File: src/rtl/tcbm_port_hs.sv
// rtl/tcbm_port_hs.sv - three-port parallel I/O block with DAV/ACK input handshake on port A
module tcbm_port_hs #(
    parameter int PA_WIDTH    = 8,
    parameter int PB_WIDTH    = 2,
    parameter int PC_WIDTH    = 2,
    parameter int SYNC_STAGES = 2,
    parameter int TIMEOUT     = 255
) (
    input  logic                phi2,
    input  logic                reset,
    input  logic                cs,
    input  logic                _write,
    input  logic [2:0]          rs,
    input  logic [7:0]          data_i,
    output logic [7:0]          data_o,
    output logic                data_oe,
    input  logic [PA_WIDTH-1:0] pa_i,
    output logic [PA_WIDTH-1:0] pa_o,
    output logic [PA_WIDTH-1:0] pa_oe,
    input  logic [PB_WIDTH-1:0] pb_i,
    output logic [PB_WIDTH-1:0] pb_o,
    output logic [PB_WIDTH-1:0] pb_oe,
    input  logic [PC_WIDTH-1:0] pc_i,
    output logic [PC_WIDTH-1:0] pc_o,
    output logic [PC_WIDTH-1:0] pc_oe,
    output logic                hs_ack,
    output logic                irq
);

    typedef enum logic [1:0] {
        ST_IDLE     = 2'd0,
        ST_CAPTURE  = 2'd1,
        ST_ACK_WAIT = 2'd2,
        ST_RELEASE  = 2'd3
    } hs_state_t;

    localparam logic [PC_WIDTH-1:0] PC_SYNC_RST = {1'b1, {(PC_WIDTH-1){1'b0}}};
    localparam logic [15:0]         TO_LIM      = 16'(TIMEOUT);

    logic [PA_WIDTH-1:0] pra_q, pra_d, ddra_q, ddra_d, lata_q, lata_d;
    logic [PB_WIDTH-1:0] prb_q, prb_d, ddrb_q, ddrb_d;
    logic [PC_WIDTH-1:0] prc_q, prc_d, ddrc_q, ddrc_d;
    logic [1:0]          hsctrl_q, hsctrl_d;
    logic                dv_q, dv_d, to_q, to_d, ovr_q, ovr_d;
    logic [15:0]         cnt_q, cnt_d, cnt_inc;
    hs_state_t           state_q, state_d;
    logic                hs_ack_q, hs_ack_d, irq_q, irq_d;
    logic                rd_pra_q, rd_pra_d, dav_prev_q, dav_prev_d;

    logic [SYNC_STAGES-1:0][PA_WIDTH-1:0] pa_sync_q, pa_sync_d;
    logic [SYNC_STAGES-1:0][PB_WIDTH-1:0] pb_sync_q, pb_sync_d;
    logic [SYNC_STAGES-1:0][PC_WIDTH-1:0] pc_sync_q, pc_sync_d;

    logic [PA_WIDTH-1:0] pa_s;
    logic [PB_WIDTH-1:0] pb_s;
    logic [PC_WIDTH-1:0] pc_s;
    logic                dav_s, dav_fall, wr_en, rd_pra, dv_clr;

    assign pa_s     = pa_sync_q[SYNC_STAGES-1];
    assign pb_s     = pb_sync_q[SYNC_STAGES-1];
    assign pc_s     = pc_sync_q[SYNC_STAGES-1];
    assign dav_s    = pc_s[PC_WIDTH-1];
    assign dav_fall = dav_prev_q & ~dav_s;
    assign wr_en    = cs & ~_write;
    assign rd_pra   = cs & _write & (rs == 3'd0);
    // DV is consumed only by the first cycle of a PRA read, not by a held read
    assign dv_clr   = rd_pra & ~rd_pra_q & hsctrl_q[0];
    assign cnt_inc  = (cnt_q == 16'hFFFF) ? cnt_q : cnt_q + 16'd1;

    always_ff @(posedge phi2 or posedge reset) begin
        if (reset) begin
            pra_q      <= '0;
            prb_q      <= '0;
            prc_q      <= '0;
            ddra_q     <= '0;
            ddrb_q     <= '0;
            ddrc_q     <= '0;
            lata_q     <= '0;
            hsctrl_q   <= '0;
            dv_q       <= 1'b0;
            to_q       <= 1'b0;
            ovr_q      <= 1'b0;
            cnt_q      <= '0;
            state_q    <= ST_IDLE;
            hs_ack_q   <= 1'b1;
            irq_q      <= 1'b0;
            rd_pra_q   <= 1'b0;
            dav_prev_q <= 1'b1;
            pa_sync_q  <= '0;
            pb_sync_q  <= '0;
            pc_sync_q  <= {SYNC_STAGES{PC_SYNC_RST}};
        end else begin
            pra_q      <= pra_d;
            prb_q      <= prb_d;
            prc_q      <= prc_d;
            ddra_q     <= ddra_d;
            ddrb_q     <= ddrb_d;
            ddrc_q     <= ddrc_d;
            lata_q     <= lata_d;
            hsctrl_q   <= hsctrl_d;
            dv_q       <= dv_d;
            to_q       <= to_d;
            ovr_q      <= ovr_d;
            cnt_q      <= cnt_d;
            state_q    <= state_d;
            hs_ack_q   <= hs_ack_d;
            irq_q      <= irq_d;
            rd_pra_q   <= rd_pra_d;
            dav_prev_q <= dav_prev_d;
            pa_sync_q  <= pa_sync_d;
            pb_sync_q  <= pb_sync_d;
            pc_sync_q  <= pc_sync_d;
        end
    end

    always_comb begin
        pra_d      = pra_q;
        prb_d      = prb_q;
        prc_d      = prc_q;
        ddra_d     = ddra_q;
        ddrb_d     = ddrb_q;
        ddrc_d     = ddrc_q;
        lata_d     = lata_q;
        hsctrl_d   = hsctrl_q;
        dv_d       = dv_q;
        to_d       = to_q;
        ovr_d      = ovr_q;
        cnt_d      = cnt_q;
        state_d    = ST_IDLE;
        rd_pra_d   = rd_pra;
        dav_prev_d = dav_s;
        pa_sync_d  = {pa_sync_q[SYNC_STAGES-2:0], pa_i};
        pb_sync_d  = {pb_sync_q[SYNC_STAGES-2:0], pb_i};
        pc_sync_d  = {pc_sync_q[SYNC_STAGES-2:0], pc_i};

        if (wr_en) begin
            case (rs)
                3'd0: pra_d    = data_i[PA_WIDTH-1:0];
                3'd1: prb_d    = data_i[PB_WIDTH-1:0];
                3'd2: prc_d    = data_i[PC_WIDTH-1:0];
                3'd3: ddra_d   = data_i[PA_WIDTH-1:0];
                3'd4: ddrb_d   = data_i[PB_WIDTH-1:0];
                3'd5: ddrc_d   = data_i[PC_WIDTH-1:0];
                3'd6: hsctrl_d = data_i[1:0];
                default: begin
                    dv_d  = dv_q  & ~data_i[0];
                    to_d  = to_q  & ~data_i[1];
                    ovr_d = ovr_q & ~data_i[2];
                end
            endcase
        end
        if (dv_clr) begin
            dv_d = 1'b0;
        end

        // Flag clears above are overridden by the sets below on a coincident edge
        if (hsctrl_q[0]) begin
            case (state_q)
                ST_IDLE: begin
                    if (dav_fall) state_d = ST_CAPTURE;
                end
                ST_CAPTURE: begin
                    lata_d = pa_s;
                    if (dv_q && !dv_clr) ovr_d = 1'b1;
                    dv_d    = 1'b1;
                    cnt_d   = '0;
                    state_d = ST_ACK_WAIT;
                end
                ST_ACK_WAIT: begin
                    if (dav_s) begin
                        state_d = ST_RELEASE;
                    end else begin
                        cnt_d = cnt_inc;
                        if (cnt_inc >= TO_LIM) begin
                            to_d    = 1'b1;
                            state_d = ST_IDLE;
                        end else begin
                            state_d = ST_ACK_WAIT;
                        end
                    end
                end
                default: state_d = ST_IDLE;
            endcase
        end

        hs_ack_d = (state_d != ST_ACK_WAIT);
        irq_d    = hsctrl_q[1] & (dv_q | to_q | ovr_q);
    end

    always_comb begin
        data_o = '0;
        case (rs)
            3'd0: data_o[PA_WIDTH-1:0] = hsctrl_q[0] ? lata_q : ((pra_q & ddra_q) | (pa_s & ~ddra_q));
            3'd1: data_o[PB_WIDTH-1:0] = (prb_q & ddrb_q) | (pb_s & ~ddrb_q);
            3'd2: data_o[PC_WIDTH-1:0] = (prc_q & ddrc_q) | (pc_s & ~ddrc_q);
            3'd3: data_o[PA_WIDTH-1:0] = ddra_q;
            3'd4: data_o[PB_WIDTH-1:0] = ddrb_q;
            3'd5: data_o[PC_WIDTH-1:0] = ddrc_q;
            3'd6: data_o[1:0]          = hsctrl_q;
            default: data_o[4:0]       = {state_q, ovr_q, to_q, dv_q};
        endcase
    end

    assign data_oe = cs & _write;
    assign pa_o    = pra_q;
    assign pa_oe   = ddra_q;
    assign pb_o    = prb_q;
    assign pb_oe   = ddrb_q;
    assign pc_o    = prc_q;
    assign pc_oe   = ddrc_q;
    assign hs_ack  = hs_ack_q;
    assign irq     = irq_q;

endmodule

File: config.mk
export PLATFORM = sky130hd
export DESIGN_NAME = tcbm_port_hs
export DESIGN_NICKNAME = d
export VERILOG_FILES = /design/src/rtl/tcbm_port_hs.sv
export SDC_FILE = /design/constraint.sdc
export NUM_CORES = 1
export LEC_CHECK = 0
export BUFFER_PORTS_ARGS = -buffer_cell sky130_fd_sc_hd__buf_4
export CORE_ASPECT_RATIO = 1.5
export CORE_MARGIN = 2
export CORE_UTILIZATION = 61
export CTS_CLUSTER_DIAMETER = 100
export CTS_CLUSTER_SIZE = 24
export DETAILED_ROUTE_END_ITERATION = 7
export HOLD_SLACK_MARGIN = 0.12
export PLACE_DENSITY = 0.93
export SLEW_MARGIN = 10
export SYNTH_ARGS = -nofsm -noshare
export SYNTH_HDL_FRONTEND = slang
export SYNTH_SLANG_ARGS = --single-unit
File: constraint.sdc
create_clock -name phi2 -period 5.1 [get_ports phi2]
set_input_delay 1.02 -clock phi2 [delete_from_list [all_inputs] [get_ports phi2]]
set_output_delay 1.02 -clock phi2 [all_outputs]
set_load 0.03 [all_outputs]
---- After elaboration in Yosys (flattened, before gate mapping) ----
Index checks and enable logic that the tools add are counted.
storage, ports and cells
  output and inout bits ................... 35
  flip-flop bits (word level) ............. 83
  logic and storage cells ................. 110
cells by class
  $lt $le $gt $ge ......................... 1
  multiplexer cells ....................... 28
  equal/unequal tests ..................... 11
  bitwise gates (word level) .............. 30
  add/subtract/negate cells ............... 1
  reductions and logical operators ........ 16
operator list
  kind                     count
  $mux W16                 2
  $pmux W16 S2             1
  $mux W1                  17
  $add A16 B1 Y16 const B  1
  $and A8 B8 Y8            2
  $eq A16 B16 Y1 const B   1
  $ge A16 B8 Y1 const B    1
  $reduce_and A2 Y1        8
  $pmux W2 S7              1
  $and A1 B1 Y1            10
  $eq A3 B3 Y1 const B     3
  $pmux W3 S3              1
  $and A2 B2 Y2            4
  $mux W8                  1
  $not A8 Y8               1
  $or A8 B8 Y8             1
  $reduce_or A7 Y1         1
  $eq A3 B2 Y1 const B     2
  $mux W2                  3
  $not A1 Y1               6
  $pmux W2 S3              1
  $pmux W3 S2              1
  $reduce_or A5 Y1         1
  $ne A2 B2 Y1 const B     2
  12 further kinds         15

---- Longest topological paths before layout ----
Gate-level depths: netlist of run 1.
  depth after elaboration ................. 9
  gate-level depth with buffers ........... 9
  mapped depth without buffers ............ 7

---- Worst setup path before layout of run 1 ----
OpenSTA, ideal clock, no wires.
  path kind ............................... in2out
  start point ............................. input rs[2]
  end point ............................... output data_o[1]
  path buffers ............................ 2
  required time ........................... 4.080 ns
  path slack .............................. 1.551 ns
  data arrival time ....................... 2.529 ns
  stages on the path ...................... 8
  cell sequence ........................... clkbuf_1 > clkbuf_1 > o21ai_0 > o41ai_1 > nand2_1 > o2111ai_1 > o21ai_0 > a21oi_1
between the ends
  longest elaborated chain between the ends .. 2
  elaborated cells on any way between the ends .. 8
RTL lines
  item                                  RTL line  source
  start, declared                       13        input logic [2:0] rs,
  $eq A3 B3 Y1 (tied with other cells)  192       case (rs)
  $pmux W2 S7 (*)                       192
  end, declared                         15        output logic [7:0] data_o,
Mark *: on every way between the ends. The rest lies on a longest branch, timed or not.

---- Final worst setup path of run 1 ----
Same ends and word-level chain as after synthesis.

==> run summary, run 1 <==
r2r setup slk - 2.61 ns
Pins Over Slew Limit - 0
number of synthesized flops with an enable pin - 0
post-synthesis cell type count - 59
commonest cells after routing, fill and taps aside - dfrtp_1, buf_4, nand2_1, mux2_2, nor2_1
worst-skew pair later-pin latency - 0.36 ns
area fraction of the dominant cell type after synthesis - 0.503
Root Buffer Master - clkbuf_8
area grow syn2layout - 16.8%
worst reg-to-reg path cell count - 6
first-pass GRT wire length - 14800 um
crit path launch type - primary input
antenna violations before repair - 0
Setup crit end - data_o[1]
Core Box Area - 6170 um^2
Max Cap Viol - 0
largest net degree at the start of global routing - 63
Slew headroom - 0.378
Fin Hold WS - 0.350 ns
Rows - 35
post-CTS setup buffers - 0
Avg Inst Size Synth - 10.4 um^2
gp weighted congestion - 0.893
period utilization - 0.649
CP Capture Type - output pin
# setup viols final - 0
GRT overflow - 0
M2 GR Usage - 0.465
synth warn - 0
io pins - 62
critical path type - in -> out
biggest area consumer among synthesized cells - dfrtp_1
total CTS buffers - 9
min-delay src - pb_sync_d[2]
# hold bufs at CTS - 0
reg-to-reg startpoint - hsctrl_q[0]
sequential element share of the synthesized area - 0.530
Placed Area - 4390 um^2
leading cell type in the layout, fill and taps excluded - dfrtp_1
Detailed Route Iter0 Violations - 297
vias in the first global route - 3068
final instance area - 4590 um^2
register bit total from synthesis - 83
status - completed
Initial DRT Pass Iterations - 5
Power per Cell Area - 390 nW/um^2
RSZ-0062 raised after global routing - no
CP arrival - 2.29 ns
final core utilization - 0.743
final-stage net count - 456
Post-Syn Instances - 376
Worst R2R End - cnt_q[13]
leakage - 2.07 nW
Multi-input gate area - 1720 um^2
Reg area - 2080 um^2
Worst Path Required - 4.08 ns
CP max FO - 26
worst min path class - reg -> reg
layout cells sized above 1 - 0.273
Layout Skew - 0.0105 ns
Clock Pin Slew Worst Setup and Hold Paths - 0.08 ns
sinks on the clock net - 83
# diodes - 0
worst vdd ir - 0.000279 V
Max clock buf depth - 2
placed cells - 491
Mapped Area - 3930 um^2
Starting Density - 0.636
final non-filler cell total - 507
Max Fclk - 0.302 GHz
die area - 7110 um^2
routing usage on met3 - 0.0621
met1 usage - 0.312
Residual DRC - 0
Vias - 3181
Worst-Margin Slew - 0.930 ns
Main synth FF type - dfrtp_1
H-Tree Depth - 3
Die W - 69.5 um
Syn Nets - 404
antenna viol nets, final - 0
final WL - 9070 um
PostCTS Resize Cnt - 0
die height - 102 um
top cells by area, synth - dfrtp_1, mux2_2, nand2_1
critical path launch point - rs[2]
CTS tree - built
drt via density - 6.27
Top Usage Layer GRT - met2
per-cell routed wire length - 17.9 um
fillers - 414
Port Buffers - 61
async set or reset register ratio after synthesis - 1.00
GRT Resource Usage Total - 0.270
Tmin final - 3.31 ns
setup TNS - 0 ns
HPWL after DPL - 6270 um
Hold Fails Final Rpt - 0
-- synthesized netlist by cell type, types with 2 or more instances --
cell	n
nand2b_1	4
a21oi_1	11
mux2_2	27
or3_1	2
nor3b_1	4
o22ai_1	3
and2_1	6
a22oi_1	6
clkbuf_1	12
o2111ai_1	2
buf_2	2
inv_1	6
a31oi_1	8
a211oi_1	4
nand3b_1	2
o21ai_0	22
dfstp_2	4
nand4_1	5
buf_6	2
xnor2_1	2
nor2_1	25
or2_2	2
nor3_1	7
and3_1	4
nand3_1	12
nor4_1	2
clkbuf_2	4
nand2_1	55
dfrtp_1	79
a22o_1	3
and4_1	2
mux2i_1	17
nor2b_1	4
-- how the worst min path moves through the flow --
stage | endpoint | cells after the start
3_3_place_gp | pa_s[4] | 0
4_1_cts | pb_s[0] | 0
3_5_place_dp | pa_s[4] | 0
6_report | pb_s[0] | 0
5_1_grt | pb_s[0] | 0
2_1_floorplan | pa_s[0] | 0
-- logic make-up (layout without fill, tap and decap cells) --
kind of cell | Yosys count | count (layout) | synth area share
flip-flops | 83 | 83 | 0.530
XOR/XNOR | 2 | 2 | 0.00446
buffers and inverters | 27 | 84 | 0.0315
adder cells (fa/ha/maj) | 1 | 1 | 0.00319
AND/OR/NAND/NOR | 143 | 143 | 0.182
multiplexers | 44 | 44 | 0.121
AO/OA/AOI/OAI | 76 | 76 | 0.128
-- stage by stage --
stage,total power [mW],worst slack [ns]
3_5_place_dp,1.31,1.82
2_1_floorplan,1.14,1.55
3_3_place_gp,1.29,1.89
6_report,1.79,1.79
4_1_cts,1.79,1.81
5_1_grt,1.87,1.64
-- where the power goes --
group	leakage, nW	switching, mW	internal (mW)	total [mW]
logic	0.929	0.256	0.189	0.445
registers	1.04	0.101	0.762	0.863
clock network	0.104	0.240	0.242	0.483
-- worst max-delay path: stages --
cell and delay (ns):
buf_4 0.20, o41ai_1 0.35, nand2_1 0.09, o2111ai_1 0.14
o21ai_0 0.13, a21oi_1 0.17, buf_4 0.18
-- metal layers --
layer	up-vias	share of wire	wire length, um
met5	-	0	0
met2	143	0.52	4680
met3	36	0.065	592
li1	1455	-	-
met4	0	0.041	375
met1	1547	0.38	3430
-- sequential cells by signal, summed over array words and instances, names as in the netlist, 2 cells and up --
| signal | count |
|---|---|
| pa_o | 8 |
| pa_s | 8 |
| pa_oe | 8 |
| pb_s | 2 |
| pb_sync_d | 2 |
| pb_oe | 2 |
| pb_o | 2 |
| pc_oe | 2 |
| state_q | 2 |
| pc_o | 2 |
| pc_sync_d | 2 |
| lata_q | 8 |
| pa_sync_d | 8 |
| pc_s | 2 |
| hsctrl_q | 2 |
| cnt_q | 16 |
-- layout make-up --
class | count | area share
clock buffers | 11 | 0.0308
clock inverters | 5 | 0.0134
inverters | 6 | 0.00518
multi-input cells | 266 | 0.375
flip-flops and latches | 83 | 0.454
well taps | 74 | 0.0202
repair buffers | 62 | 0.101
(Power assumes the default switching activity.)
==> inputs of run 2 (changes only) <==
Settings changed: CORE_UTILIZATION 61 to 56, PLACE_DENSITY 0.93 to 0.87.
Clock period 5.1 ns to 3.2 ns, I/O delays scaled along.
==> run 2 against run 1 <==
Combinational power is 59% higher. Clock power is 59% higher. Critical path depth is 1 lower. Setup slack worse by 1.4 ns. Die area is 8.5% higher. Core utilization is 6.9 points lower. Critical path type is now reg -> out. Routed wire length is 0.55% lower. Register-to-register slack worse by 1.9 ns. Cell count is 1.4% higher. Global-route usage is 1.8 points lower. Power is 59% higher.
==> run summary, run 2 (same netlist as run 1, synthesis figures left out) <==
status - completed
largest net degree at the start of global routing - 58 (-7.9%)
leakage - 2.08 nW (+0.32%)
reg-to-reg startpoint - cnt_q[0]
net switching power - 947 uW (+58%)
Core Box Area - 6850 um^2 (+11%)
sinks on the clock net - 83 (unchanged)
max reg flops - 16 (unchanged)
drt via density - 6.07 (-3.3%)
setup TNS - 0 ns (unchanged)
Starting Density - 0.573 (-0.0628)
Top reg by flops - cnt_q
crit path launch type - register
Power per Cell Area - 617 nW/um^2 (+58%)
CP arrival - 2.14 ns (-0.15 ns)
Vias - 3119 (-1.9%)
final instance area - 4620 um^2 (+0.63%)
Rows - 37 (+5.7%)
layout cells sized above 1 - 0.278 (+0.00501)
Max Fclk - 0.360 GHz
Placed Area - 4410 um^2 (+0.63%)
final-stage net count - 459 (+0.66%)
Seq pwr share - 0.482 (about the same)
CTS tree - built
critical path launch point - hsctrl_q[0]
Max Cap Viol - 0 (unchanged)
HPWL after DPL - 6480 um (+3.3%)
area grow syn2layout - 17.6%
post-CTS setup buffers - 0 (unchanged)
Die W - 72.4 um (+4.1%)
total CTS buffers - 9 (unchanged)
Worst R2R End - hs_ack
CP max FO - 22 (-15%)
Initial DRT Pass Iterations - 4 (-1)
gp weighted congestion - 0.890 (-0.30%)
Pins Over Slew Limit - 0 (unchanged)
final WL - 9020 um (-0.55%)
vias in the first global route - 3064 (-0.13%)
# diodes - 0 (unchanged)
r2r setup slk - 0.75 ns (-1.86 ns)
Crit-path slowest cell - dfrtp_1
most used cell, CP - a22oi_1
Slew headroom - 0.369 (-0.00850)
antenna violations before repair - 0 (unchanged)
CP Capture Type - output pin
Port Buffers - 61 (unchanged)
per-cell routed wire length - 17.6 um (-1.9%)
worst reg-to-reg path cell count - 7 (+1)
Clock Power Share - 0.270 (about the same)
first-pass GRT wire length - 14800 um (+0.28%)
# setup viols final - 0 (unchanged)
Critical Path Max Stage Delay - 0.76 ns (+0.41 ns)
dpl ws - 0.673 ns (-1.14 ns)
RSZ-0062 raised after global routing - no
Worst Path Required - 2.56 ns (-1.52 ns)
Worst-Margin Slew - 0.946 ns (+0.0162 ns)
worst-skew pair later-pin latency - 0.37 ns (about the same)
internal power - 1.90 mW (+59%)
Reg area - 2080 um^2 (unchanged)
fillers - 533 (+29%)
H-Tree Depth - 3 (unchanged)
worst min path class - reg -> reg
Root Buffer Master - clkbuf_8
Multi-input gate area - 1720 um^2 (unchanged)
setup ws final - 0.422 ns (-1.37 ns)
leading cell type in the layout, fill and taps excluded - dfrtp_1
Detailed Route Iter0 Violations - 186 (-37%)
switching share of power - 0.332 (-0.00140)
Layout Skew - 0.00766 ns (-0.00281 ns)
Hold Fails Final Rpt - 0 (unchanged)
Max clock buf depth - 2 (unchanged)
commonest cells after routing, fill and taps aside - dfrtp_1, buf_4, nand2_1, mux2_2, nor2_1
CP Cell Sequence - mux2i_1, o21ai_0, a22oi_1, o21bai_1, a22oi_1, buf_4
die area - 7710 um^2 (+8.5%)
PostCTS Resize Cnt - 0 (unchanged)
GRT overflow - 0 (unchanged)
io pins - 62 (unchanged)
Residual DRC - 0 (unchanged)
worst vdd ir - 0.000458 V (+64%)
GRT Resource Usage Total - 0.252 (-0.0180)
critical path type - reg -> out
Setup crit end - data_o[0]
Final Power - 2.85 mW (+59%)
antenna viol nets, final - 0 (unchanged)
# hold bufs at CTS - 0 (unchanged)
combinational power share - 0.248 (about the same)
period utilization - 0.868
Clock Pin Slew Worst Setup and Hold Paths - 0.08 ns (about the same)
die height - 107 um (+4.2%)
Tmin final - 2.78 ns
run 2: cell count changes in the layout (fill, tap and decap cells not counted), sizes merged:
| cell | delta |
|---|---|
| clkinvlp | +2 |
| clkinv | -2 |
| buf | +3 |
run 2: critical path, delay by kind of cell, from the launching register on:
kind,cells,cell delay [ns]
DFF,1,0.76
AOI/OAI and AO/OA,4,0.67
buffers and inverters,1,0.19
muxes,1,0.15
run 2: power groups by stage:
stage	sequential, mW	clock [mW]	combinational, mW
6_report	1.37	0.769	0.707
5_1_grt	1.39	0.833	0.754
4_1_cts	1.37	0.784	0.712
3_5_place_dp	1.39	0	0.709
3_3_place_gp	1.39	0	0.685
2_1_floorplan	1.49	0	0.321
run 2: area by class of cell:
type | count | share of cell area
clock buffer | 11 | 0.0306
clock inverter | 5 | 0.0136
inverter | 6 | 0.00515
multi-input combinational | 266 | 0.373
sequential | 83 | 0.451
tap | 78 | 0.0211
timing repair buffer | 65 | 0.106
run 2: per-layer routing:
| layer | track usage | part of all wire | vias up |
|---|---|---|---|
| met5 | 0 | 0 | - |
| met4 | 0.0899 | 0.020 | 0 |
| met3 | 0.0626 | 0.049 | 17 |
| met2 | 0.428 | 0.54 | 109 |
| met1 | 0.308 | 0.40 | 1541 |
| li1 | - | - | 1452 |
run 2: worst min path at each step:
stage,slack (ns),start,end,cells after the start
global route,0.34,pb_i[0],pb_sync_d[2],1
floorplan,0.33,pa_sync_d[8],pa_s[0],0
detailed placement,0.33,pa_sync_d[12],pa_s[4],0
finish,0.35,pc_sync_d[2],pc_s[0],0
CTS,0.35,pc_sync_d[2],pc_s[0],0
global placement,0.33,pa_sync_d[11],pa_s[3],0
run 2: through the flow:
stage	hold slack, ns	utilization	std cells
final	0.351	0.674	514
after global placement	0.333	0.644	498
after detailed placement	0.335	0.644	498
after global routing	0.344	0.674	514
after CTS	0.353	0.674	514
after floorplan	0.331	-	376
==> inputs of run 3 (changes only) <==
Settings changed: CORE_ASPECT_RATIO 1.5 to unset.
==> run 3 against run 2 <==
Sequential power barely moved. Worst hold slack better by 0.0015 ns. Global-route usage shrank 1.0 points. Clock power up 0.5%. Count of clock-buffer cells in the layout is 2 lower. Setup slack gained 0.22 ns. Critical endpoint unchanged. Largest cell class unchanged.
==> run summary, run 3 (same netlist as run 1, synthesis figures left out) <==
area grow syn2layout - 18.5%
critical path type - reg -> out
worst vdd ir - 0.000417 V (-9.0%)
Final Power - 2.85 mW (+0.18%)
Port Buffers - 61 (unchanged)
status - completed
Multi-input gate area - 1720 um^2 (unchanged)
GRT overflow - 0 (unchanged)
# setup viols final - 0 (unchanged)
Clock Pin Slew Worst Setup and Hold Paths - 0.09 ns (about the same)
Worst Path Required - 2.56 ns (about the same)
CP Capture Type - output pin
CP arrival - 1.91 ns (-0.23 ns)
per-cell routed wire length - 16.5 um (-6.0%)
CP Cell Sequence - mux2i_1, o31ai_1, a22oi_1, o21bai_1, a22oi_1, buf_4
antenna violations before repair - 0 (unchanged)
Core Box Area - 6790 um^2 (-0.84%)
Die W - 87.7 um (+21%)
HPWL after DPL - 6030 um (-6.9%)
antenna viol nets, final - 0 (unchanged)
H-Tree Depth - 3 (unchanged)
Power per Cell Area - 613 nW/um^2 (-0.63%)
Max Cap Viol - 0 (unchanged)
fillers - 509 (-4.5%)
crit path launch type - register
CP max FO - 4 (-82%)
Hold Fails Final Rpt - 0 (unchanged)
Initial DRT Pass Iterations - 6 (+2)
gp weighted congestion - 0.879 (-1.2%)
PostCTS Resize Cnt - 0 (unchanged)
leading cell type in the layout, fill and taps excluded - dfrtp_1
Top reg by flops - cnt_q
Slew headroom - 0.360 (-0.00919)
largest net degree at the start of global routing - 45 (-22%)
vias in the first global route - 2864 (-6.5%)
Critical Path Max Stage Delay - 0.44 ns (-0.32 ns)
leakage - 2.08 nW (+0.34%)
# diodes - 0 (unchanged)
max reg flops - 16 (unchanged)
most used cell, CP - a22oi_1
first-pass GRT wire length - 14400 um (-2.8%)
io pins - 62 (unchanged)
Tmin final - 2.55 ns (-0.225 ns)
commonest cells after routing, fill and taps aside - dfrtp_1, buf_4, nand2_1, mux2_2, nor2_1
Rows - 30 (-19%)
layout cells sized above 1 - 0.280 (+0.00229)
sinks on the clock net - 83 (unchanged)
Worst-Margin Slew - 0.956 ns (+0.0103 ns)
RSZ-0062 raised after global routing - no
Layout Skew - 0.00565 ns (-0.00201 ns)
CTS tree - built
Max Fclk - 0.392 GHz (+8.8%)
Residual DRC - 0 (unchanged)
final WL - 8780 um (-2.7%)
Root Buffer Master - clkbuf_8
post-CTS setup buffers - 0 (unchanged)
period utilization - 0.798 (-0.0702)
Starting Density - 0.578 (+0.00486)
final-stage net count - 459 (unchanged)
die height - 87.7 um (-18%)
Detailed Route Iter0 Violations - 272 (+46%)
Max clock buf depth - 2 (unchanged)
GRT Resource Usage Total - 0.241 (-0.0105)
Pins Over Slew Limit - 0 (unchanged)
die area - 7700 um^2 (-0.18%)
worst min path class - reg -> reg
Vias - 3121 (+0.064%)
drt via density - 5.87 (-3.3%)
Crit-path slowest cell - dfrtp_1
worst-skew pair later-pin latency - 0.34 ns (-0.03 ns)
# hold bufs at CTS - 0 (unchanged)
total CTS buffers - 9 (unchanged)
Reg area - 2080 um^2 (unchanged)
setup TNS - 0 ns (unchanged)
## run 3: final cells by class
cell class | count | share of cell area
clock inverters | 7 | 0.0177
repair buffers | 65 | 0.108
clock buffers | 9 | 0.0266
well taps | 96 | 0.0258
multi-input cells | 266 | 0.370
inverters | 6 | 0.00511
flip-flops and latches | 83 | 0.447
## run 3: report_power, final
group	leakage (nW)	internal (mW)	switching, mW
clock network	0.0984	0.373	0.400
registers	1.04	1.21	0.145
logic	0.948	0.307	0.415
total	2.08	1.89	0.960
## run 3: path summary, 6_finish.rpt
check | cells after the start | to | slack, ns | from
max | 6 | data_o[0] | 0.65 | pc_oe[0]
min | 0 | pa_s[4] | 0.35 | pa_sync_d[12]
max reg2reg | 7 | state_q[1] | 0.78 | cnt_q[0]
min reg2reg | 0 | pa_s[4] | 0.35 | pa_sync_d[12]
max in group asynchronous | 3 | pa_oe[0] | 2.13 | reset
min in group asynchronous | 2 | cnt_q[5] | 0.41 | reset
## run 3: metal layers
layer,global-route usage,share of wire,up-vias,wire [um]
met1,0.349,0.44,1534,3890
met2,0.374,0.48,116,4230
met4,0.0769,0.016,0,141
met5,0,0,-,0
li1,-,-,1456,-
met3,0.0424,0.058,15,513
## run 3: critical path: cells and delay by family, from the launching register on
family	cells	cell delay (ns)
buf+inv	1	0.20
compound gates	4	0.75
flops	1	0.44
mux	1	0.17
## run 3: per-stage QoR
stage	instances	util	cell area (um^2)	worst slack, ns	hold slack (ns)
2_1_floorplan	376	-	3930	0.411	0.331
3_3_place_gp	516	0.655	4450	0.709	0.332
3_5_place_dp	516	0.655	4450	0.682	0.335
4_1_cts	532	0.685	4650	0.656	0.355
5_1_grt	532	0.685	4650	0.509	0.356
6_report	532	0.685	4650	0.647	0.353
